File: config.mk
export PLATFORM = sky130hd
export DESIGN_NAME = bcd_score_counter_flat
export DESIGN_NICKNAME = d
export VERILOG_FILES = /design/src/rtl/bcd_score_counter_pkg.sv /design/src/rtl/bcd_score_counter_if.sv /design/src/rtl/bcd_score_counter_digit_add.sv /design/src/rtl/bcd_score_counter.sv /design/src/flat_wrapper.sv
export SDC_FILE = /design/constraint.sdc
export NUM_CORES = 1
export LEC_CHECK = 0
export ABC_CLOCK_PERIOD_IN_PS = 4400
export CAP_MARGIN = 20
export CORE_AREA = 2 2 48 95
export CTS_BUF_LIST = sky130_fd_sc_hd__clkbuf_4 sky130_fd_sc_hd__clkbuf_8
export DETAILED_ROUTE_END_ITERATION = 16
export DIE_AREA = 0 0 50 97
export GPL_ROUTABILITY_DRIVEN = 0
export GPL_TIMING_DRIVEN = 0
export PLACE_DENSITY_LB_ADDON = 0.1
export SYNTH_ARGS = -nofsm -noshare
export SYNTH_HDL_FRONTEND = slang
export SYNTH_SLANG_ARGS = --single-unit
File: constraint.sdc
create_clock -name clk -period 4.4 [get_ports clk]
set_input_delay 0.88 -clock clk [delete_from_list [all_inputs] [get_ports clk]]
set_output_delay 0.88 -clock clk [all_outputs]
set_load 0.01 [all_outputs]
File: src/rtl/bcd_score_counter_pkg.sv
// Shared types and constants for the BCD score counter: FSM states, BCD limits
// and digit positions within the packed score register.
package bcd_score_counter_pkg;

  typedef enum logic [2:0] {S_IDLE, S_D0, S_D1, S_D2, S_D3, S_DONE} state_e;

  localparam logic [3:0] BCD_MAX   = 4'd9;
  localparam int         DIG_ONES  = 0;
  localparam int         DIG_TENS  = 1;
  localparam int         DIG_HUNS  = 2;
  localparam int         DIG_THOUS = 3;

  function automatic logic [3:0] bcd_clamp(input logic [3:0] v);
    return (v > BCD_MAX) ? BCD_MAX : v;
  endfunction

endpackage

File: src/rtl/bcd_score_counter_if.sv
// Score interface: game-side controls in, 4-digit BCD score and status out.
interface bcd_score_counter_if;
  logic       clear;
  logic       pause;
  logic       hit;
  logic [3:0] points;
  logic [3:0] thous;
  logic [3:0] huns;
  logic [3:0] tens;
  logic [3:0] ones;
  logic       score_updated;
  logic       saturated;

  modport master (input  clear, pause, hit, points,
                  output thous, huns, tens, ones, score_updated, saturated);
  modport slave  (output clear, pause, hit, points,
                  input  thous, huns, tens, ones, score_updated, saturated);
endinterface

File: src/rtl/bcd_score_counter_digit_add.sv
// Single-digit BCD adder: a + b + cin folded back into 0-9 with carry out.
module bcd_digit_add (
  input  logic [3:0] a_i,
  input  logic [3:0] b_i,
  input  logic       cin_i,
  output logic [3:0] sum_o,
  output logic       cout_o
);
  logic [4:0] raw;

  always_comb begin
    raw = {1'b0, a_i} + {1'b0, b_i} + {4'b0, cin_i};
    if (raw > 5'd9) begin
      sum_o  = 4'(raw - 5'd10);
      cout_o = 1'b1;
    end else begin
      sum_o  = raw[3:0];
      cout_o = 1'b0;
    end
  end
endmodule

File: src/rtl/bcd_score_counter.sv
// 4-digit BCD score counter: hit edges are queued and added serially one digit
// per cycle through a shared digit adder; the score pins at 9999 on overflow.
module bcd_score_counter
  import bcd_score_counter_pkg::*;
#(
  parameter int PEND_W = 3
) (
  input  logic                clk,
  input  logic                rst,
  bcd_score_counter_if.master bus
);
  localparam logic [PEND_W-1:0] PEND_MAX = '1;

  state_e            state_q;
  logic [3:0][3:0]   dig_q;
  logic [PEND_W-1:0] pend_q, pend_d;
  logic [3:0]        addend_q;
  logic              hit_q, carry_q, sat_q, upd_q;
  logic              rise, accept, start;
  logic [1:0]        idx;
  logic [3:0]        add_b, add_sum;
  logic              add_cout;

  assign rise   = bus.hit & ~hit_q;
  assign accept = rise & ~bus.pause & ~sat_q & (pend_q != PEND_MAX);
  assign start  = (state_q == S_IDLE) & (pend_q != '0) & ~bus.pause & ~sat_q;

  always_comb begin
    pend_d = pend_q;
    if (state_q == S_IDLE && sat_q)  pend_d = '0;
    else if (accept && !start)       pend_d = pend_q + 1'b1;
    else if (!accept && start)       pend_d = pend_q - 1'b1;
  end

  // The adder is steered onto whichever digit the current state owns; only
  // D0 brings in the addend, later digits just absorb the ripple carry.
  always_comb begin
    case (state_q)
      S_D1:    idx = 2'(DIG_TENS);
      S_D2:    idx = 2'(DIG_HUNS);
      S_D3:    idx = 2'(DIG_THOUS);
      default: idx = 2'(DIG_ONES);
    endcase
    add_b = (state_q == S_D0) ? addend_q : 4'd0;
  end

  bcd_digit_add u_add (
    .a_i   (dig_q[idx]),
    .b_i   (add_b),
    .cin_i (carry_q),
    .sum_o (add_sum),
    .cout_o(add_cout)
  );

  always_ff @(posedge clk or posedge rst) begin
    if (rst) begin
      state_q  <= S_IDLE;
      dig_q    <= '0;
      pend_q   <= '0;
      addend_q <= '0;
      hit_q    <= 1'b0;
      carry_q  <= 1'b0;
      sat_q    <= 1'b0;
      upd_q    <= 1'b0;
    end else begin
      hit_q <= bus.hit;
      if (bus.clear) begin
        state_q <= S_IDLE;
        dig_q   <= '0;
        pend_q  <= '0;
        carry_q <= 1'b0;
        sat_q   <= 1'b0;
        upd_q   <= 1'b0;
      end else begin
        pend_q <= pend_d;
        upd_q  <= 1'b0;
        case (state_q)
          S_IDLE: if (start) begin
            addend_q <= bcd_clamp(bus.points);
            carry_q  <= 1'b0;
            state_q  <= S_D0;
          end
          S_D0, S_D1, S_D2: begin
            dig_q[idx] <= add_sum;
            carry_q    <= add_cout;
            state_q    <= (state_q == S_D0) ? S_D1 :
                          (state_q == S_D1) ? S_D2 : S_D3;
          end
          S_D3: begin
            // Carry out of thousands means overflow: pin the whole score.
            if (add_cout) begin
              dig_q <= {4{BCD_MAX}};
              sat_q <= 1'b1;
            end else begin
              dig_q[idx] <= add_sum;
            end
            upd_q   <= 1'b1;
            state_q <= S_DONE;
          end
          default: state_q <= S_IDLE;
        endcase
      end
    end
  end

  assign bus.ones          = dig_q[DIG_ONES];
  assign bus.tens          = dig_q[DIG_TENS];
  assign bus.huns          = dig_q[DIG_HUNS];
  assign bus.thous         = dig_q[DIG_THOUS];
  assign bus.score_updated = upd_q;
  assign bus.saturated     = sat_q;

endmodule

File: src/flat_wrapper.sv
// flat-port wrapper written by rule: the top's interface ports become plain ports
module bcd_score_counter_flat import bcd_score_counter_pkg::*;
#(
  parameter int PEND_W = 3
)
  (clk, rst, bus_clear, bus_pause, bus_hit, bus_points, bus_thous, bus_huns, bus_tens, bus_ones, bus_score_updated, bus_saturated);
  bcd_score_counter_if bus_i ();
  input  logic clk;
  input  logic rst;
  input wire logic [$bits(bus_i.clear)-1:0] bus_clear;
  input wire logic [$bits(bus_i.pause)-1:0] bus_pause;
  input wire logic [$bits(bus_i.hit)-1:0] bus_hit;
  input wire logic [$bits(bus_i.points)-1:0] bus_points;
  output wire logic [$bits(bus_i.thous)-1:0] bus_thous;
  output wire logic [$bits(bus_i.huns)-1:0] bus_huns;
  output wire logic [$bits(bus_i.tens)-1:0] bus_tens;
  output wire logic [$bits(bus_i.ones)-1:0] bus_ones;
  output wire logic [$bits(bus_i.score_updated)-1:0] bus_score_updated;
  output wire logic [$bits(bus_i.saturated)-1:0] bus_saturated;
  assign bus_i.clear = bus_clear;
  assign bus_i.pause = bus_pause;
  assign bus_i.hit = bus_hit;
  assign bus_i.points = bus_points;
  assign bus_thous = bus_i.thous;
  assign bus_huns = bus_i.huns;
  assign bus_tens = bus_i.tens;
  assign bus_ones = bus_i.ones;
  assign bus_score_updated = bus_i.score_updated;
  assign bus_saturated = bus_i.saturated;
  bcd_score_counter #(.PEND_W(PEND_W)) u_core (.clk(clk), .rst(rst), .bus(bus_i));
endmodule
==> flow_summary.toml, run 1 <==
[grt]
antenna_found_initial = 0
grtUsageTotal_pct = 21.2
grt_pass1_vias = 1616
grt_max_degree = 22
grt_pass1_wl_um = 7900
grt_overflow = 0

[power]
p_leak_nw = 1.12
power_w = 0.00106
share_comb_of_total_power_pct = 46.6
clkPwrFrac_pct = 20.0
p_seq_share_pct = 33.4
p_per_area_mw_per_mm2 = 431
vdd_ir_drop_max_mv = 0.378
p_sw_w = 0.000424
sw_frac_of_total_pct = 40.2
p_int_w = 0.000631

[layout]
postLayoutCellArea_mm2 = 0.00245
final_cells = 304
fillerInstances = 359
nets = 268
drive_gt1_share_pct = 10.3
diodes = 0
syn_to_final_growth_pct = 21.4

[die]
coreArea_mm2 = 0.00409
die_y_um = 97
chipWidth_um = 50
start_util_pct = 49.3
num_rows = 33
fp.dieArea_mm2 = 0.00485
ios = 27

[sta]
finalHoldViolCount = 0
tightest_slew_ps = 754
setup_viol = 0
fin_setup_tns_ps = 0
fin_crit_sh_pct = 92.8
clock_skew_ps = 5.79
rsz0062_at_grt = "false"
fmax_mhz = 245
finalCriticalPeriod_ps = 4080
relSlewSlack_pct = 49.6
slew_violations = 0
whs_ps = 506

[drt]
top_layer = "met4"
via_count = 1713
met3_length_um = 92
dr_wl_met2_um = 2760
wl_met1_um = 1850
wl_per_cell_um = 15.9
ant_nets = 0
finalWirelength_um = 4830
via_per_inst = 5.63
dr.pass1.iters = 4
first_iter_violations = 28
drc = 0

[clock_tree]
cts.repair.resized = 0
insertion_delay_ps = 290
postCtsSetupBuffers = 0
cts.clk_slew.worst_paths_ps = 60
ctsHoldBuffers = 0
h-tree-depth = 2
cts_made_buffers = 5
cts_root_buf = "clkbuf_8"
cts_sinks = 30
cts_max_path_buffers = 2
cts_tree = "yes"

[yosys]
postSynth.asyncResetShare_pct = 100
ys_seq_area_share_pct = 37.3
synth-main-ff-cell = "dfrtp_1"
syn_inst = 218
synth.distinct_cells = 54
synth.avg_cell_area_um2 = 9.24
synth_fp_nets = 234
synth_edf_count = 0
synth_area_mm2 = 0.00201
yosys_warnings = 0
synth-seq-cells = 30

[place]
dpl_cell_area_mm2 = 0.00237
hpwl_um = 3760
port_buffers = 26
place_inst = 297

[setup_path]
crit_type = "flip-flop to flip-flop"
cp-startpoint = "u_core.state_q[1]$_DFFE_PP0P_"
regToRegEndpoint = "u_core.bus.ones[0]$_DFFE_PP0P_"
r2r_setup_slack_ps = 320
required_ps = 4550
worstReg2RegStart = "u_core.state_q[1]$_DFFE_PP0P_"
path_max_fanout = 10
crit_arrival_ps = 4230
rr_worst_depth = 15
critPathLaunchType = "flip-flop"
endpoint_kind = "flip-flop"
crit_end = "u_core.bus.ones[0]$_DFFE_PP0P_"

[status]
status = "completed"

[worst_hold_path]
hp-class = "flip-flop to flip-flop"

[run]
drv_cap = 0
how the worst min path moves through the flow:
stage	from	depth (start not counted)	endpoint	slack, ps
after floorplan	u_core.addend_q[3]$_DFFE_PP0P_	1	u_core.addend_q[3]$_DFFE_PP0P_	470
after global placement	u_core.addend_q[3]$_DFFE_PP0P_	1	u_core.addend_q[3]$_DFFE_PP0P_	480
after detailed placement	u_core.addend_q[3]$_DFFE_PP0P_	1	u_core.addend_q[3]$_DFFE_PP0P_	490
after CTS	u_core.addend_q[3]$_DFFE_PP0P_	1	u_core.addend_q[3]$_DFFE_PP0P_	500
after global routing	u_core.addend_q[3]$_DFFE_PP0P_	1	u_core.addend_q[3]$_DFFE_PP0P_	530
final	u_core.addend_q[3]$_DFFE_PP0P_	1	u_core.addend_q[3]$_DFFE_PP0P_	510
cells by family (layout without fill, tap and decap cells):
kind of cell	after synthesis	after routing	synth area share, %
buffers and inverters	23	57	5.59
multiplexers	15	15	7.58
adder cells (fa/ha/maj)	7	7	5.47
XOR/XNOR	6	6	2.98
flip-flops	30	30	37.3
AND/OR/NAND/NOR	83	83	21.6
AO/OA/AOI/OAI	54	54	19.5
power by group through the flow:
stage | logic, W | clock network [W] | registers, W
global placement | 0.000485 | 0 | 0.000356
global route | 0.000548 | 0.000225 | 0.000358
floorplan | 0.000372 | 0 | 0.000354
CTS | 0.000495 | 0.000212 | 0.000353
finish | 0.000492 | 0.000211 | 0.000353
detailed placement | 0.000492 | 0 | 0.000357
metrics by stage:
| step | utilization [%] | worst slack [ps] |
|---|---|---|
| after global routing | 59.8 | 69.5 |
| after global placement | 57.2 | 282 |
| after CTS | 59.8 | 287 |
| after detailed placement | 57.9 | 309 |
| final | 59.8 | 316 |
| after floorplan | - | 843 |
layout make-up:
| class | instances | area [um^2] | area share, % |
|---|---|---|---|
| Clock inverter | 2 | 10.0 | 0.409 |
| Timing Repair Buffer | 27 | 288 | 11.8 |
| Clock buffer | 5 | 68.8 | 2.81 |
| Buffer | 11 | 67.6 | 2.76 |
| Sequential cell | 30 | 751 | 30.7 |
| Tap cell | 52 | 65.1 | 2.66 |
| Multi-Input combinational cell | 165 | 1150 | 47.1 |
| Inverter | 12 | 45.0 | 1.84 |
worst max-delay path, stage by stage (launching register included):
cell and delay (ps):
dfrtp_1 320, buf_4 150, nor2_1 90, and2_0 150, buf_2 170, nor2_1 520
mux2_2 420, fa_1 440, inv_1 90, fa_1 400, buf_4 180, o22a_4 230
o221ai_2 160, o31a_4 230, nand2b_1 280, o21ai_0 140
synth_stat cells, types with 4 or more instances:
master	count	area share (%)
o21ai_0	13	3.2
buf_4	4	1.5
a21oi_1	6	1.5
nand2_1	21	3.9
or3_1	5	1.6
mux2i_1	13	6.5
o211ai_1	6	2.2
nand3_1	8	2.0
nor2_1	18	3.4
dfrtp_1	30	37
ha_1	4	2.5
inv_1	12	2.2
and2_1	6	1.9
cells in the final DEF (no fill, tap or decap), types with 4 or more instances in the layout:
master,netlist,final
ha_1,4,4
clkdlybuf4s50_1,0,26
nand2_1,21,21
a21oi_1,6,6
o21ai_0,13,13
buf_4,4,4
dfrtp_1,30,30
o211ai_1,6,6
or3_1,5,5
nand3_1,8,8
mux2i_1,13,13
inv_1,12,12
nor2_1,18,18
and2_1,6,6
clkbuf_8,0,5
per-layer routing:
metal  up-vias  GRT usage [%]
met5         -              0
met4         0           8.55
met3         7           2.62
li1        853              -
met2        23           38.7
met1       830           23.8
flip-flops by register name, indices dropped and copies added (netlist names):
signal	flops
u_core.addend_q	4
u_core.bus.huns	4
u_core.bus.ones	4
u_core.bus.saturated	1
u_core.bus.score_updated	1
u_core.bus.tens	4
u_core.bus.thous	4
u_core.carry_q	1
u_core.hit_q	1
u_core.pend_q	3
u_core.state_q	3
Power figures use the tool's default switching activity.
==> inputs of run 2 (changes only) <==
- CORE_AREA: 2 2 48 95 -> 4 4 50 97
- DIE_AREA: 0 0 50 97 -> 0 0 54 101
==> run 2 against run 1 <==
  * Setup slack worse by 14 ps
  * Critical path type unchanged
  * Register-to-register slack about the same
  * Via count is 0.70% higher
  * Total power is 7.1% higher
  * Cell area rose by 1.4%
  * Routed wire length shrank 0.52%
  * Sequential power about the same
  * Critical path depth did not move
  * Clock skew down 1.3 ps
==> flow_summary.toml, run 2 (synthesized netlist as in run 1, its figures left out) <==
[status]
status = "completed"

[die]
coreArea_mm2 = 0.00409
die_y_um = 101
fp.dieArea_mm2 = 0.00545
chipWidth_um = 54
num_rows = 33
start_util_pct = 49.3
ios = 27

[setup_path]
required_ps = 4540
endpoint_kind = "flip-flop"
critPathLaunchType = "flip-flop"
crit_slowest_cell = "nor2_1"
critical_path.max_stage_delay_ps = 480
crit_type = "flip-flop to flip-flop"
crit_arrival_ps = 4240
path_max_fanout = 10
path_cells = "buf_4 > nor2_1 > and2_0 > buf_2 > nor2_1 > mux2_2 > fa_1 > inv_1 > fa_1 > buf_4 > o22a_4 > o221ai_2 > o31a_4 > nand2b_1 > o21ai_0"

[drt]
first_iter_violations = 35
finalWirelength_um = 4810
drc = 0
wl_per_cell_um = 15.8
dr.pass1.iters = 4
via_count = 1725
ant_nets = 0
via_per_inst = 5.67

[grt]
grt_overflow = 0
grt_pass1_vias = 1744
antenna_found_initial = 0
grtUsageTotal_pct = 20.3
grt_pass1_wl_um = 8050
grt_max_degree = 23

[clock_tree]
cts_tree = "yes"
h-tree-depth = 2
ctsHoldBuffers = 0
cts_max_path_buffers = 2
cts_made_buffers = 5
cts_root_buf = "clkbuf_8"
postCtsSetupBuffers = 0
insertion_delay_ps = 280
cts_sinks = 30
cts.clk_slew.worst_paths_ps = 60
cts.repair.resized = 0

[run]
drv_cap = 0

[place]
dpl_cell_area_mm2 = 0.00237
port_buffers = 26
hpwl_um = 3820

[sta]
tightest_slew_ps = 773
fin_crit_sh_pct = 93.1
finalCriticalPeriod_ps = 4100
fin_setup_tns_ps = 0
slew_violations = 0
rsz0062_at_grt = "false"
relSlewSlack_pct = 48.3
finalHoldViolCount = 0
clock_skew_ps = 4.44
fmax_mhz = 244
setup_viol = 0

[layout]
postLayoutCellArea_mm2 = 0.00248
finish.utilization_pct = 60.7
register_area_um2 = 751
fillerInstances = 360
final_cell_mix = "30 x dfrtp_1, 26 x clkdlybuf4s50_1, 21 x nand2_1"
mostFrequentLayoutCell = "dfrtp_1"
nets = 268
drive_gt1_share_pct = 10.3
diodes = 0
syn_to_final_growth_pct = 23.1
multi_input_area_mm2 = 0.00115

[power]
power_w = 0.00113
vdd_ir_drop_max_mv = 0.321
p_per_area_mw_per_mm2 = 456
p_leak_nw = 1.13

[worst_hold_path]
hp-class = "flip-flop to flip-flop"
-- run 2: cell count changes in the layout (fill, tap and decap cells not counted), sizes merged --
cell,delta
clkinv,-2
bufinv,+1
clkbuf,+1
-- run 2: power by group --
group          total (W)  internal, W  switching [W]
clock           0.000287     0.000181       0.000106
sequential      0.000352     0.000323      0.0000287
combinational   0.000491     0.000202       0.000290
-- run 2: worst max-delay path: cells and delay by family (launching register included) --
family | cells | cell delay (ps)
AO/OA/AOI/OAI | 4 | 760
flip-flops | 1 | 320
multiplexers | 1 | 410
AND/OR/NAND/NOR | 4 | 1010
buffers and inverters | 4 | 590
adder cells (fa/ha/maj) | 2 | 840
-- run 2: worst paths after layout --
path / from / to / slack, ps / depth (start not counted)
setup reg to reg: u_core.state_q[1]$_DFFE_PP0P_ / u_core.bus.ones[0]$_DFFE_PP0P_ / 300 / 15
hold reg to reg: u_core.addend_q[3]$_DFFE_PP0P_ / u_core.addend_q[3]$_DFFE_PP0P_ / 520 / 1
min in group asynchronous: rst / u_core.bus.tens[0]$_DFFE_PP0P_ / 880 / 2
setup / recovery: u_core.state_q[1]$_DFFE_PP0P_ / u_core.bus.ones[0]$_DFFE_PP0P_ / 300 / 15
max in group asynchronous: rst / u_core.bus.ones[2]$_DFFE_PP0P_ / 3070 / 3
hold / removal: u_core.addend_q[3]$_DFFE_PP0P_ / u_core.addend_q[3]$_DFFE_PP0P_ / 520 / 1
-- run 2: layer usage --
metal | global-route usage (%) | vias up | share of wire (%)
li1 | - | 852 | -
met1 | 20.9 | 819 | 37
met2 | 36.1 | 35 | 54
met3 | 3.70 | 19 | 3.3
met4 | 11.7 | 0 | 5.3
met5 | 0 | - | 0
-- run 2: final cells by class --
cell class / count / area share, %
timing repair buffer: 27 / 11.6
multi-input combinational: 165 / 46.4
clock inverter: 1 / 1.21
tap: 52 / 2.62
inverter: 12 / 1.82
buffer: 11 / 2.72
sequential: 30 / 30.3
clock buffer: 6 / 3.33
-- run 2: stage by stage --
stage               setup slack (ps)  std cells  hold slack (ps)
floorplan                        843        218              472
global placement                 270        296              485
detailed placement               328        297              501
CTS                              302        304              516
global route                    88.0        304              543
finish                           302        304              515
==> variant 1, RTL diff (settings of run 1) <==
`PEND_W` is set to 3 in 2 places; all go to 6.
--- a/src/rtl/bcd_score_counter.sv
+++ b/src/rtl/bcd_score_counter.sv
@@ -4,5 +4,5 @@
   import bcd_score_counter_pkg::*;
 #(
-  parameter int PEND_W = 3
+  parameter int PEND_W = 6
 ) (
   input  logic                clk,
--- a/src/flat_wrapper.sv
+++ b/src/flat_wrapper.sv
@@ -2,5 +2,5 @@
 module bcd_score_counter_flat import bcd_score_counter_pkg::*;
 #(
-  parameter int PEND_W = 3
+  parameter int PEND_W = 6
 )
   (clk, rst, bus_clear, bus_pause, bus_hit, bus_points, bus_thous, bus_huns, bus_tens, bus_ones, bus_score_updated, bus_saturated);
Formal check against the unedited RTL: same outputs for any inputs over 10 cycles, from zero or initial values and one cycle with rst high; that may be too few to reach the edited logic, so the function may still have changed.
==> variant 1 against run 1 <==
- final area rose by 8.3%
- highest routed layer unchanged
- largest cell class unchanged
- power rose by 43%
- synthesized area rose by 9.7%
- sequential cell count rose by 3
- core utilization rose by 5.0 points
- synthesized cell count rose by 11%
- cell count rose by 8.6%
- routed wire length rose by 21%
- worst setup slack improved by 0.12 ns
==> variant 1: results <==
{
  "cellInternalPower_mw": 0.843,
  "clockRootBuffer": "clkbuf_8",
  "grt_pass1_wl_um": 9390,
  "cts_resized": 0,
  "async_flop_share_pct": 100,
  "min_path_type": "reg -> reg",
  "grt_max_degree": 22,
  "grt_pass1_vias": 2054,
  "cts_buffers": 5,
  "worst_path_largest_cell_delay_ns": 0.70,
  "grtUsageTotal_pct": 25.6,
  "io_buffers": 26,
  "cpMaxStageDelayCell": "a2111oi_0",
  "dp_slack_ns": 0.409,
  "drt_iter0_drc": 60,
  "yosysSeqAreaShare_pct": 37.4,
  "synth_warnings": 0,
  "drive_gt1_share_pct": 6.83,
  "antenna_found_initial": 0,
  "cts-htree-levels": 2,
  "fin_worst_skew_ns": 0.00798,
  "instances_no_fill": 330,
  "ctsLongestPathBuffers": 2,
  "synthTopCellsByCount": "dfrtp_1, nor2_1, nand2_1",
  "synth_flop_cell": "dfrtp_1",
  "synth.area.top_cells": "dfrtp_1, nor2_1, ha_1",
  "critPathMaxFanout": 10,
  "peakVddDrop_uv": 477,
  "synthDistinctLibCells": 55,
  "place_hpwl_um": 4650,
  "leakage_nw": 1.17,
  "dp_cells": 322,
  "outcome": "completed",
  "slew_headroom_pct": 47.4,
  "largest_register_ffs": 6,
  "synth_fp_nets": 263,
  "fin_nets": 297,
  "max_flop_register": "u_core.pend_q",
  "via_count": 2005,
  "critPathTopFamily": "compound AO/OA/AOI/OAI gates",
  "nFillCells": 364,
  "drt-pass1-iter-count": 4,
  "arrival_ns": 4.13,
  "placed_area_um2": 2560,
  "diodes": 0,
  "clk_pin_slew_ns": 0.06,
  "synth_cells": 243,
  "wl_per_cell_um": 17.7,
  "fin_tns_setup_ns": 0,
  "clk_latency_ns": 0.29,
  "post_cts_buffers": 0
}
[variant 1: worst reg2reg max path, stage by stage (launching register included)]
cell	delay, ns
dfrtp_1	0.46
clkbuf_1	0.46
mux2i_1	0.24
o21ai_0	0.09
a21oi_1	0.21
fa_1	0.23
inv_1	0.06
fa_1	0.35
clkbuf_1	0.18
xor2_1	0.23
nor2_1	0.13
nor2_1	0.05
a2111oi_0	0.70
a211oi_2	0.16
a32o_1	0.30
[variant 1: final timing paths]
| check | from | endpoint | slack, ns | cells past startpoint |
|---|---|---|---|---|
| hold / removal | u_core.addend_q[3]$_DFFE_PP0P_ | u_core.addend_q[3]$_DFFE_PP0P_ | 0.49 | 1 |
| setup reg to reg | u_core.state_q[0]$_DFFE_PP0P_ | u_core.bus.huns[1]$_DFFE_PP0P_ | 0.44 | 14 |
| max in group asynchronous | rst | u_core.bus.tens[2]$_DFFE_PP0P_ | 2.92 | 3 |
| min in group asynchronous | rst | u_core.addend_q[0]$_DFFE_PP0P_ | 0.96 | 2 |
| setup / recovery | u_core.state_q[0]$_DFFE_PP0P_ | u_core.bus.huns[1]$_DFFE_PP0P_ | 0.44 | 14 |
| hold reg to reg | u_core.addend_q[3]$_DFFE_PP0P_ | u_core.addend_q[3]$_DFFE_PP0P_ | 0.49 | 1 |
[variant 1: layout make-up]
type | instances | area (um2) | area share [%]
inverter | 17 | 63.8 | 2.41
tap | 52 | 65.1 | 2.46
clock inverter | 2 | 10.0 | 0.378
clock buffer | 6 | 76.3 | 2.88
buffer | 10 | 46.3 | 1.75
multi-input combinational | 183 | 1270 | 48.1
timing repair buffer | 27 | 288 | 10.9
sequential | 33 | 826 | 31.2
[variant 1: metal layers]
layer | track usage (%) | part of all wire (%)
met2 | 46.1 | 56
met5 | 0 | 0
met1 | 24.3 | 35
met4 | 19.7 | 6.4
met3 | 3.70 | 3.1
[variant 1: logic make-up after synthesis]
logic type               share of synthesized area (%)
buffers and inverters                             4.98
adder cells (fa/ha/maj)                           7.25
AND/OR/NAND/NOR                                   19.0
AO/OA/AOI/OAI                                     23.1
flip-flops                                        37.4
XOR/XNOR                                          3.17
multiplexers                                      5.15
[variant 1: power groups by stage]
| stage | sequential, mW | combinational [mW] | clock [mW] |
|---|---|---|---|
| after floorplan | 0.419 | 0.646 | 0 |
| after global placement | 0.430 | 0.833 | 0 |
| after detailed placement | 0.431 | 0.855 | 0 |
| after CTS | 0.426 | 0.860 | 0.229 |
| after global routing | 0.436 | 0.946 | 0.243 |
| final | 0.426 | 0.863 | 0.224 |
==> variant 2, RTL diff (flow settings as in run 1) <==
Made on the original files. The 6 states of `state_e` get a one-hot encoding in 6 bits.
--- a/src/rtl/bcd_score_counter_pkg.sv
+++ b/src/rtl/bcd_score_counter_pkg.sv
@@ -3,5 +3,5 @@
 package bcd_score_counter_pkg;
 
-  typedef enum logic [2:0] {S_IDLE, S_D0, S_D1, S_D2, S_D3, S_DONE} state_e;
+  typedef enum logic [5:0] {S_IDLE = 6'b000001, S_D0 = 6'b000010, S_D1 = 6'b000100, S_D2 = 6'b001000, S_D3 = 6'b010000, S_DONE = 6'b100000} state_e;
 
   localparam logic [3:0] BCD_MAX   = 4'd9;
Function: same outputs for any inputs over 10 cycles, from zero or initial values and one cycle with rst high; not proved beyond that.
==> variant 2 against run 1 <==
- synthesized area grew 10%
- final area grew 9.1%
- routed wire length grew 21%
- synthesized cell count grew 13%
- worst setup slack lost 0.087 ns
- sequential cell count grew 3
- critical path depth shrank 1
Power is not compared: it rests on default switching activity, and its combinational part moved more than twofold at a synthesized area within 25%.
==> variant 2: results <==
{
  "outcome": "completed",
  "fin_worst_skew_ns": 0.00889,
  "nFillCells": 364,
  "yosysSeqAreaShare_pct": 37.3,
  "grt_pass1_wl_um": 9670,
  "r2r_setup_slack_ns": 0.23,
  "grt_pass1_vias": 2033,
  "fin_nets": 296,
  "arrival_ns": 4.35,
  "min_path_cells": 2,
  "synth_compound_area_share_pct": 26.0,
  "m1WireLength_um": 2130,
  "grt_use_met2_pct": 47.6,
  "vias_per_cell": 6.22,
  "synth_fp_nets": 262,
  "dp_slack_ns": 0.137,
  "drive_gt1_share_pct": 10.3,
  "synthTopCellsByCount": "dfrtp_1, nor2_1, a21oi_1",
  "synthDistinctLibCells": 60,
  "wl_met3_um": 207,
  "grt.met3_usage_pct": 4.94,
  "hold_end": "u_core.addend_q[1]$_DFFE_PP0P_",
  "worst_path_largest_cell_delay_ns": 0.64,
  "fin_hold_ws_ns": 0.490,
  "placed_area_um2": 2570,
  "cpMaxStageDelayCell": "fa_1",
  "wl_per_cell_um": 17.6,
  "grt_max_degree": 18,
  "period_minus_slack_ns": 4.17,
  "via_count": 2072,
  "worstHoldStart": "u_core.addend_q[1]$_DFFE_PP0P_",
  "dp_cells": 325,
  "worst_pin_slew_ns": 0.744,
  "reg2regPathDepth": 14,
  "reg2reg_from": "u_core.state_q[2]$_DFFE_PP0P_",
  "synth_xor_area_share_pct": 1.19,
  "drt_iter0_drc": 60,
  "synth.area.top_cells": "dfrtp_1, nor2_1, a21oi_1"
}
==> variant 2: changes by cell type after synthesis, moves of 5 or more <==
cell      before  now
a21oi_1        6   17
mux2i_1       13    2
nand2_1       21   16
nor2_1        18   28
clkbuf_1       3   10
nand3b_1       3    9
==> variant 2: repair_timing <==
action	in CTS	in global routing
buffers inserted	0	0
resized for setup	0	2
setup endpoints to repair	0	10
hold endpoints to repair	0	0
hold buffers	0	0
==> variant 2: critical path, delay by kind of cell, from the launching register on <==
kind,cells,cell delay (ns)
flops,1,0.38
compound gates,6,1.17
fa+ha+maj,2,0.90
simple gates,3,1.02
buf+inv,3,0.58
==> variant 2: layout make-up <==
class,count,area (um2),area share (%)
multi-input cells,186,1270,47.5
repair buffers,27,288,10.8
inverters,11,41.3,1.55
clock buffers,8,97.6,3.66
flip-flops and latches,33,827,31.0
well taps,52,65.1,2.44
plain buffers,16,81.3,3.05
